$ cat src/rtl/sampler_pkg.sv
// Shared types and constants for the delay-chain launch/capture sampler.
package sampler_pkg;

    typedef enum logic [2:0] {
        S_IDLE,
        S_LAUNCH,
        S_WAIT,
        S_CHECK,
        S_SETTLE,
        S_DONE
    } state_e;

    localparam int unsigned CAPT_GAP_MAX = 15;
    localparam int unsigned SETTLE_MAX   = 255;
    // Wide enough to hold SETTLE_MAX-1 and CAPT_GAP_MAX-1
    localparam int unsigned TIMER_W      = 8;

endpackage

$ cat src/rtl/sampler_timer.sv
// Loadable down-counter shared by the WAIT and SETTLE phases; o_tc_c flags zero.
module sampler_timer
    import sampler_pkg::*;
(
    input  logic               clk,
    input  logic               rst_n,
    input  logic               i_load,
    input  logic [TIMER_W-1:0] i_load_val,
    output logic               o_tc_c
);

    logic [TIMER_W-1:0] r_count;

    always_ff @(posedge clk or negedge rst_n) begin
        if (!rst_n) begin
            r_count <= '0;
        end else if (i_load) begin
            r_count <= i_load_val;
        end else if (r_count != '0) begin
            r_count <= r_count - TIMER_W'(1);
        end
    end

    assign o_tc_c = (r_count == '0);

endmodule

$ cat src/rtl/delay_chain_sampler.sv
// Launches an edge into a spy delay chain, captures its output CAPT_GAP edges
// later and counts trials whose capture missed the settled value.
module delay_chain_sampler
    import sampler_pkg::*;
#(
    parameter int unsigned TRIAL_W    = 16,
    parameter int unsigned CAPT_GAP   = 1,
    parameter int unsigned SETTLE_CYC = 4,
    parameter int unsigned INVERT     = 0
) (
    input  logic               clk,
    input  logic               rst_n,
    input  logic               start,
    input  logic [TRIAL_W-1:0] num_trials,
    output logic               path_launch,   // to chain pathInput
    input  logic               path_result,   // from chain pathResult
    output logic               busy,
    output logic               done,
    output logic [TRIAL_W-1:0] err_count,
    output logic [TRIAL_W-1:0] trial_count,
    output logic               last_sample
);

    if (CAPT_GAP < 1 || CAPT_GAP > CAPT_GAP_MAX) begin : g_bad_capt_gap
        $error("delay_chain_sampler: CAPT_GAP out of range");
    end
    if (SETTLE_CYC < 1 || SETTLE_CYC > SETTLE_MAX) begin : g_bad_settle
        $error("delay_chain_sampler: SETTLE_CYC out of range");
    end

    localparam logic [TIMER_W-1:0] GAP_LOAD    = TIMER_W'(CAPT_GAP - 1);
    localparam logic [TIMER_W-1:0] SETTLE_LOAD = TIMER_W'(SETTLE_CYC - 1);
    localparam logic               INV_BIT     = 1'(INVERT);

    state_e             r_state;
    state_e             w_state_nxt;
    logic               w_tmr_load;
    logic [TIMER_W-1:0] w_tmr_val;
    logic               w_tmr_tc;
    logic               w_expected;

    logic               r_path_launch;
    logic               r_busy;
    logic               r_done;
    logic [TRIAL_W-1:0] r_err_count;
    logic [TRIAL_W-1:0] r_trial_count;
    logic [TRIAL_W-1:0] r_num_trials;
    logic               r_last_sample;
    // Capture flop for the asynchronous chain output; resolved for a cycle before use
    (* async_reg = "true" *) logic r_sample_q;

    sampler_timer u_timer (
        .clk        (clk),
        .rst_n      (rst_n),
        .i_load     (w_tmr_load),
        .i_load_val (w_tmr_val),
        .o_tc_c     (w_tmr_tc)
    );

    always_ff @(posedge clk or negedge rst_n) begin
        if (!rst_n) begin
            r_state <= S_IDLE;
        end else begin
            r_state <= w_state_nxt;
        end
    end

    always_comb begin
        w_state_nxt = r_state;
        w_tmr_load  = 1'b0;
        w_tmr_val   = '0;
        case (r_state)
            S_IDLE: begin
                if (start) begin
                    w_state_nxt = (num_trials != '0) ? S_LAUNCH : S_DONE;
                end
            end
            S_LAUNCH: begin
                w_state_nxt = S_WAIT;
                w_tmr_load  = 1'b1;
                w_tmr_val   = GAP_LOAD;
            end
            S_WAIT: begin
                if (w_tmr_tc) begin
                    w_state_nxt = S_CHECK;
                end
            end
            S_CHECK: begin
                w_state_nxt = S_SETTLE;
                w_tmr_load  = 1'b1;
                w_tmr_val   = SETTLE_LOAD;
            end
            S_SETTLE: begin
                if (w_tmr_tc) begin
                    w_state_nxt = (r_trial_count < r_num_trials) ? S_LAUNCH : S_DONE;
                end
            end
            S_DONE: begin
                w_state_nxt = S_IDLE;
            end
            default: begin
                w_state_nxt = S_IDLE;
            end
        endcase
    end

    assign w_expected = r_path_launch ^ INV_BIT;

    always_ff @(posedge clk or negedge rst_n) begin
        if (!rst_n) begin
            r_path_launch <= 1'b0;
            r_busy        <= 1'b0;
            r_done        <= 1'b0;
            r_err_count   <= '0;
            r_trial_count <= '0;
            r_num_trials  <= '0;
            r_last_sample <= 1'b0;
            r_sample_q    <= 1'b0;
        end else begin
            r_busy <= (w_state_nxt != S_IDLE);
            r_done <= (w_state_nxt == S_DONE);
            case (r_state)
                S_IDLE: begin
                    if (start) begin
                        r_num_trials  <= num_trials;
                        r_err_count   <= '0;
                        r_trial_count <= '0;
                    end
                end
                S_LAUNCH: begin
                    r_path_launch <= ~r_path_launch;
                end
                S_WAIT: begin
                    if (w_tmr_tc) begin
                        r_sample_q <= path_result;
                    end
                end
                S_CHECK: begin
                    if (r_sample_q != w_expected) begin
                        r_err_count <= r_err_count + TRIAL_W'(1);
                    end
                    r_trial_count <= r_trial_count + TRIAL_W'(1);
                    r_last_sample <= r_sample_q;
                end
                default: begin
                end
            endcase
        end
    end

    assign path_launch = r_path_launch;
    assign busy        = r_busy;
    assign done        = r_done;
    assign err_count   = r_err_count;
    assign trial_count = r_trial_count;
    assign last_sample = r_last_sample;

endmodule
$ cat config.mk
export PLATFORM = sky130hd
export DESIGN_NAME = delay_chain_sampler
export DESIGN_NICKNAME = d
export VERILOG_FILES = /design/src/rtl/sampler_pkg.sv /design/src/rtl/sampler_timer.sv /design/src/rtl/delay_chain_sampler.sv
export SDC_FILE = /design/constraint.sdc
export NUM_CORES = 1
export LEC_CHECK = 0
export ABC_CLOCK_PERIOD_IN_PS = 3100
export CORE_ASPECT_RATIO = 1.4
export CORE_MARGIN = 2
export CORE_UTILIZATION = 46
export DETAILED_ROUTE_END_ITERATION = 10
export GPL_TIMING_DRIVEN = 1
export PLACE_DENSITY = 0.7
export SLEW_MARGIN = 10
export SYNTH_ARGS = -nofsm -noshare
export SYNTH_HDL_FRONTEND = slang
export SYNTH_HIERARCHICAL = 1
export SYNTH_SLANG_ARGS = --single-unit
export TNS_END_PERCENT = 100
$ cat constraint.sdc
create_clock -name clk -period 3.1 [get_ports clk]
set_input_delay 0.62 -clock clk [delete_from_list [all_inputs] [get_ports clk]]
set_output_delay 0.62 -clock clk [all_outputs]
set_load 0.005 [all_outputs]
[After elaboration in Yosys (flattened, before gate mapping)]
Cells that the tools add are included.
Cells by class
  $add $sub $neg: 3
  $mul: 0
  div/mod/pow operators: 0
  magnitude comparators: 1
  equality and inequality tests: 8
  shift-type cells: 0
  mux-type cells: 14
  bitwise logic cells: 1
  reductions and logical operators: 12
Operator list (count)
  16-bit case mux with 2 select lines: 2
  16-bit by 1-bit adder with 16-bit output, second input constant: 2
  16-bit 2-to-1 mux: 2
  16-bit < comparator: 1
  8-bit 2-to-1 mux: 2
  16-bit nonzero test: 1
  3-bit 2-to-1 mux: 5
  3-bit case mux with 5 select lines: 1
  8-bit logical NOT: 1
  8-bit nonzero test: 1
  8-bit by 1-bit subtractor with 8-bit output, second input constant: 1
  3-bit by 2-bit equality test with 1-bit output, second input constant: 2
  3-bit equality test, second input constant: 2
  2-bit AND reduction: 3
  2-bit inequality test, second input constant: 2
  2-bit nonzero test: 2
  3-bit by 1-bit equality test with 1-bit output, second input constant: 1
  3-bit logical NOT: 1
  3-bit AND reduction: 1
  3-bit nonzero test: 1
  2-bit 2-to-1 mux: 1
  2-bit OR reduction: 1
  1-bit 2-to-1 mux: 1
  1-bit inequality test: 1
  1-bit NOT: 1
Word-level totals
  bits in registers: 64
  latch bits: 0
  RAM bits: 0
  memory bits (read-only): 0
  output and inout bits: 36
  logic and storage cells: 49
  memories kept: 0

[Logic depth before layout (Yosys ltp)]
  depth after elaboration: 5
  mapped depth: 9

[By module]
The synthesis kept the hierarchy.
Modules (own cells, without submodules)
  delay_chain_sampler: times used 1, cells each 324, area each 2990.4 µm²
  sampler_timer: times used 1, cells each 54, area each 476.7 µm²

[Least setup slack after synthesis]
Ideal clock, no wire load.
  kind: register to register
  start point: register u_timer.r_count[0]
  end point: register r_state[2]
  data arrival time: 2.235 ns
  data required time: 2.980 ns
  path slack: 0.745 ns
  cell stages (with the launch flop): 10
  path buffers: 1
  clock period less this slack: 2.355 ns
  cell sequence: dfrtp_1 inv_1 ha_1 or3b_1 clkbuf_2 nor2_1 inv_1 a2111o_1 a211o_1 a31o_2
Between the ends
  longest elaborated chain between the ends: 3
  elaborated cells on any way between the ends: 4
  classes of those cells: mux: 3; reduce/logical: 1
Ends and longest elaborated chain
  start: declaration: RTL line sampler_timer.sv:12  | logic [TIMER_W-1:0] r_count;
  start signal: assignment: RTL line sampler_timer.sv:18  | r_count <= i_load_val;
  start signal: assignment: RTL line sampler_timer.sv:20  | r_count <= r_count - TIMER_W'(1);
  8-bit logical NOT *: RTL line sampler_timer.sv:24  | assign o_tc_c = (r_count == '0);
  net w_tmr_tc: RTL line delay_chain_sampler.sv:39  | logic w_tmr_tc;
  3-bit 2-to-1 mux (on tied branches): RTL line delay_chain_sampler.sv:94, delay_chain_sampler.sv:84
  3-bit case mux with 5 select lines *: RTL line delay_chain_sampler.sv:72  | case (r_state)
  net w_state_nxt[2]: RTL line delay_chain_sampler.sv:36  | state_e w_state_nxt;
  end signal: assignment: RTL line delay_chain_sampler.sv:64  | r_state <= w_state_nxt;
  end: declaration: RTL line delay_chain_sampler.sv:35  | state_e r_state;
Mark *: on every way through the listed nets, which the timed path passes. The rest lies on a longest branch.
A chain may end at the register's enable or synchronous reset.

[Final worst setup path]
Ends and elaborated chain as after synthesis.

==> impl_metrics.csv <==
group,metric,value,unit
clocking,cts_tree,"built",
setup_path,crit_type,"reg -> reg",
yosys,synth_flop_cell,"dfrtp_1",
drt,viasPerCell,5.516,
place,gp_congestion,0.8668,
global_routing,grt_max_degree,65,
place,io_buffers,55,
clocking,clockBufferDepth,2,
power,vdd_drop_max,0.4949,mV
finish,fin_util,60.25,%
yosys,synth-seq-cells,64,
flow_run,maxCapViolations,0,
timing,final_max_slew_viol_count,0,
drt,routed_wl,8.288,mm
timing,finalSetupViolations,0,
power,leakage,1.935,nW
hold_path,hold_class,"in -> async",
yosys,ys.warnings.count,6,
yosys,synth_cells,378,
drt,vias,2995,
die,dieArea,8257,sq um
global_routing,overflow,0,
finish,n_fill_cell,659,
clocking,cts_buffers,9,
timing,worst_slew_pin_slew,814.3,ps
die,die_h,106.7,microns
drt,drcViolationCount,0,
yosys,syn_area,3467,sq um
run_status,status,"finished clean",
setup_path,cp.arrival,2770,ps
drt,drtAntennaViolNets,0,
setup_path,r2r-start,"u_timer/r_count[0]",
setup_path,start_kind,"register",
clocking,htree_levels,3,
clocking,cts-hold-fix-buffers,0,
drt,first_pass_iters,5,
timing,slew_headroom,45.71,%
yosys,synth_async_sr_flop_share,100.0,%
die,ios,56,
die,rows,37,
timing,tns,0,ps
clocking,cts_resized,0,
setup_path,cp_max_fo,7,
yosys,synth_edf_count,0,
global_routing,grtUsageTotal,21.43,%
power,power.density,736.4,nW/um^2
clocking,postCtsSetupRepairBufs,0,
timing,max_freq,0.3936,GHz
setup_path,worst-r2r-cell-count,9,
global_routing,grt_pass1_wl,14.13,mm
timing,hold_violations,0,
clocking,clkSinkCount,64,
die,start_util,47.40,%
clocking,cts-root-buf,"clkbuf_8",
yosys,postSynthAreaPerCell,9.172,sq um
finish,layout-drive-gt1-share,7.175,%
die,core_region_area,7315,sq um
finish,layout_common_cells,"dfrtp_1 (64), nand2_1 (54), clkdlybuf4s50_1 (54)",
timing,period_needed,2541,ps
finish,layout_commonest_cell,"dfrtp_1",
yosys,seq_area_frac_synth,46.19,%
clocking,clkSlewWorstSetupHoldPaths,80,ps
finish,area_growth,27.10,%
timing,clock_skew,12.01,ps
place,post-dp-hpwl,5.981,mm
finish,layout.nets,479,
timing,rsz0062_at_grt,"false",
drt,first_iter_violations,240,
global_routing,antenna_found_initial,0,
setup_path,worst_setup_path_end_kind,"register",
timing,fin_ws,559.1,ps
clocking,clock_latency,340,ps
setup_path,reg2reg_slack,560,ps
setup_path,timing.rr.end,"r_state[2]",
timing,fin_crit_sh,81.96,%
global_routing,grt_pass1_vias,2854,
yosys,synth_cell_types,57,
finish,antenna_cells,0,
setup_path,crit_required,3330,ps
drt,post_drt_wl_per_cell,15.26,microns
place,place_ws,553.9,ps
die,die_w,77.38,microns
[critical path: stages, from the launching register on]
cell      delay [ps]
dfrtp_1          420
inv_1             90
ha_1             230
or3b_1           480
nor2_1           140
buf_4            140
inv_1             80
a2111o_1         350
a211o_1          260
a31o_2           250
[synth_stat cells, types with 2 or more instances]
| cell | n | area share (%) |
|---|---|---|
| dfrtp_1 | 64 | 46 |
| o311ai_0 | 3 | 0.76 |
| a21oi_1 | 11 | 1.6 |
| xnor2_1 | 9 | 2.3 |
| nor4_1 | 10 | 1.8 |
| or4_1 | 2 | 0.43 |
| nor2b_1 | 2 | 0.36 |
| o41ai_1 | 2 | 0.51 |
| nand4_1 | 12 | 2.2 |
| xor2_1 | 3 | 0.76 |
| ha_1 | 18 | 6.5 |
| and3_1 | 5 | 0.90 |
| inv_1 | 27 | 2.9 |
| nor4b_1 | 2 | 0.51 |
| or3_1 | 4 | 0.72 |
| o21ai_0 | 34 | 4.9 |
| nand2b_1 | 4 | 0.72 |
| a41o_1 | 2 | 0.58 |
| clkbuf_1 | 9 | 0.97 |
| nand3_1 | 11 | 1.6 |
| nor3_1 | 7 | 1.0 |
| o211ai_1 | 2 | 0.43 |
| o31ai_1 | 8 | 1.7 |
| a31oi_1 | 4 | 0.72 |
| buf_2 | 3 | 0.43 |
| nand2_1 | 54 | 5.8 |
| mux2i_1 | 8 | 2.3 |
| o2bb2ai_1 | 2 | 0.51 |
| nor2_1 | 28 | 3.0 |
[kinds of logic after synthesis]
| family | after synthesis | synth area share, % |
|---|---|---|
| compound gates | 82 | 15.30 |
| xor+xnor | 12 | 3.032 |
| fa+ha+maj | 18 | 6.496 |
| buf+inv | 41 | 4.727 |
| flops | 64 | 46.19 |
| mux | 9 | 2.634 |
| other cells | 1 | 0.1082 |
| simple gates | 151 | 21.51 |
[layout make-up]
class	instances	area (sq um)	share of cell area, %
Tap cell	97	121.4	2.754
Clock buffer	9	123.9	2.811
Timing Repair Buffer	61	590.6	13.40
Multi-Input combinational cell	278	1725	39.15
Inverter	27	101.3	2.300
Clock inverter	7	142.6	3.237
Sequential cell	64	1602	36.34
[worst max-delay path by stage]
stage	start	endpoint	slack (ps)	cells after the start
after floorplan	u_timer/r_count[0]	r_state[2]	740	9
after global placement	start	err_count[15]	600	5
after detailed placement	start	err_count[15]	550	5
after CTS	u_timer/r_count[0]	r_state[2]	580	9
after global routing	r_state[0]	trial_count[15]	380	7
final	u_timer/r_count[0]	r_state[2]	560	9
[state kept, by name, summed over array words and instances (netlist names)]
name,flops
u_timer/r_count,8
busy,1
err_count,16
done,1
path_launch,1
r_sample_q,1
r_num_trials,16
last_sample,1
trial_count,16
r_state,3
[per-layer routing]
metal  part of all wire [%]  vias up  GRT usage, %
met4                    1.4        0         7.270
li1                       -     1481             -
met3                    5.7       11         4.293
met5                      0        -             0
met1                     45     1400         28.04
met2                     48      103         35.53
[where the power goes]
part | internal, mW | switching, mW
clock | 0.618 | 0.345
combinational | 0.437 | 0.608
sequential | 1.05 | 0.187
[metrics by stage]
stage               instance area [sq um]  instances  total power [mW]  hold WS [ps]
finish                               4407        543             3.245         448.5
global route                         4407        543             3.478         509.6
CTS                                  4407        543             3.263         477.5
detailed placement                   4140        527             2.296         481.1
global placement                     4140        527             2.252         485.9
floorplan                            3486        383             1.930         324.4
Power figures use the tool's default switching activity.
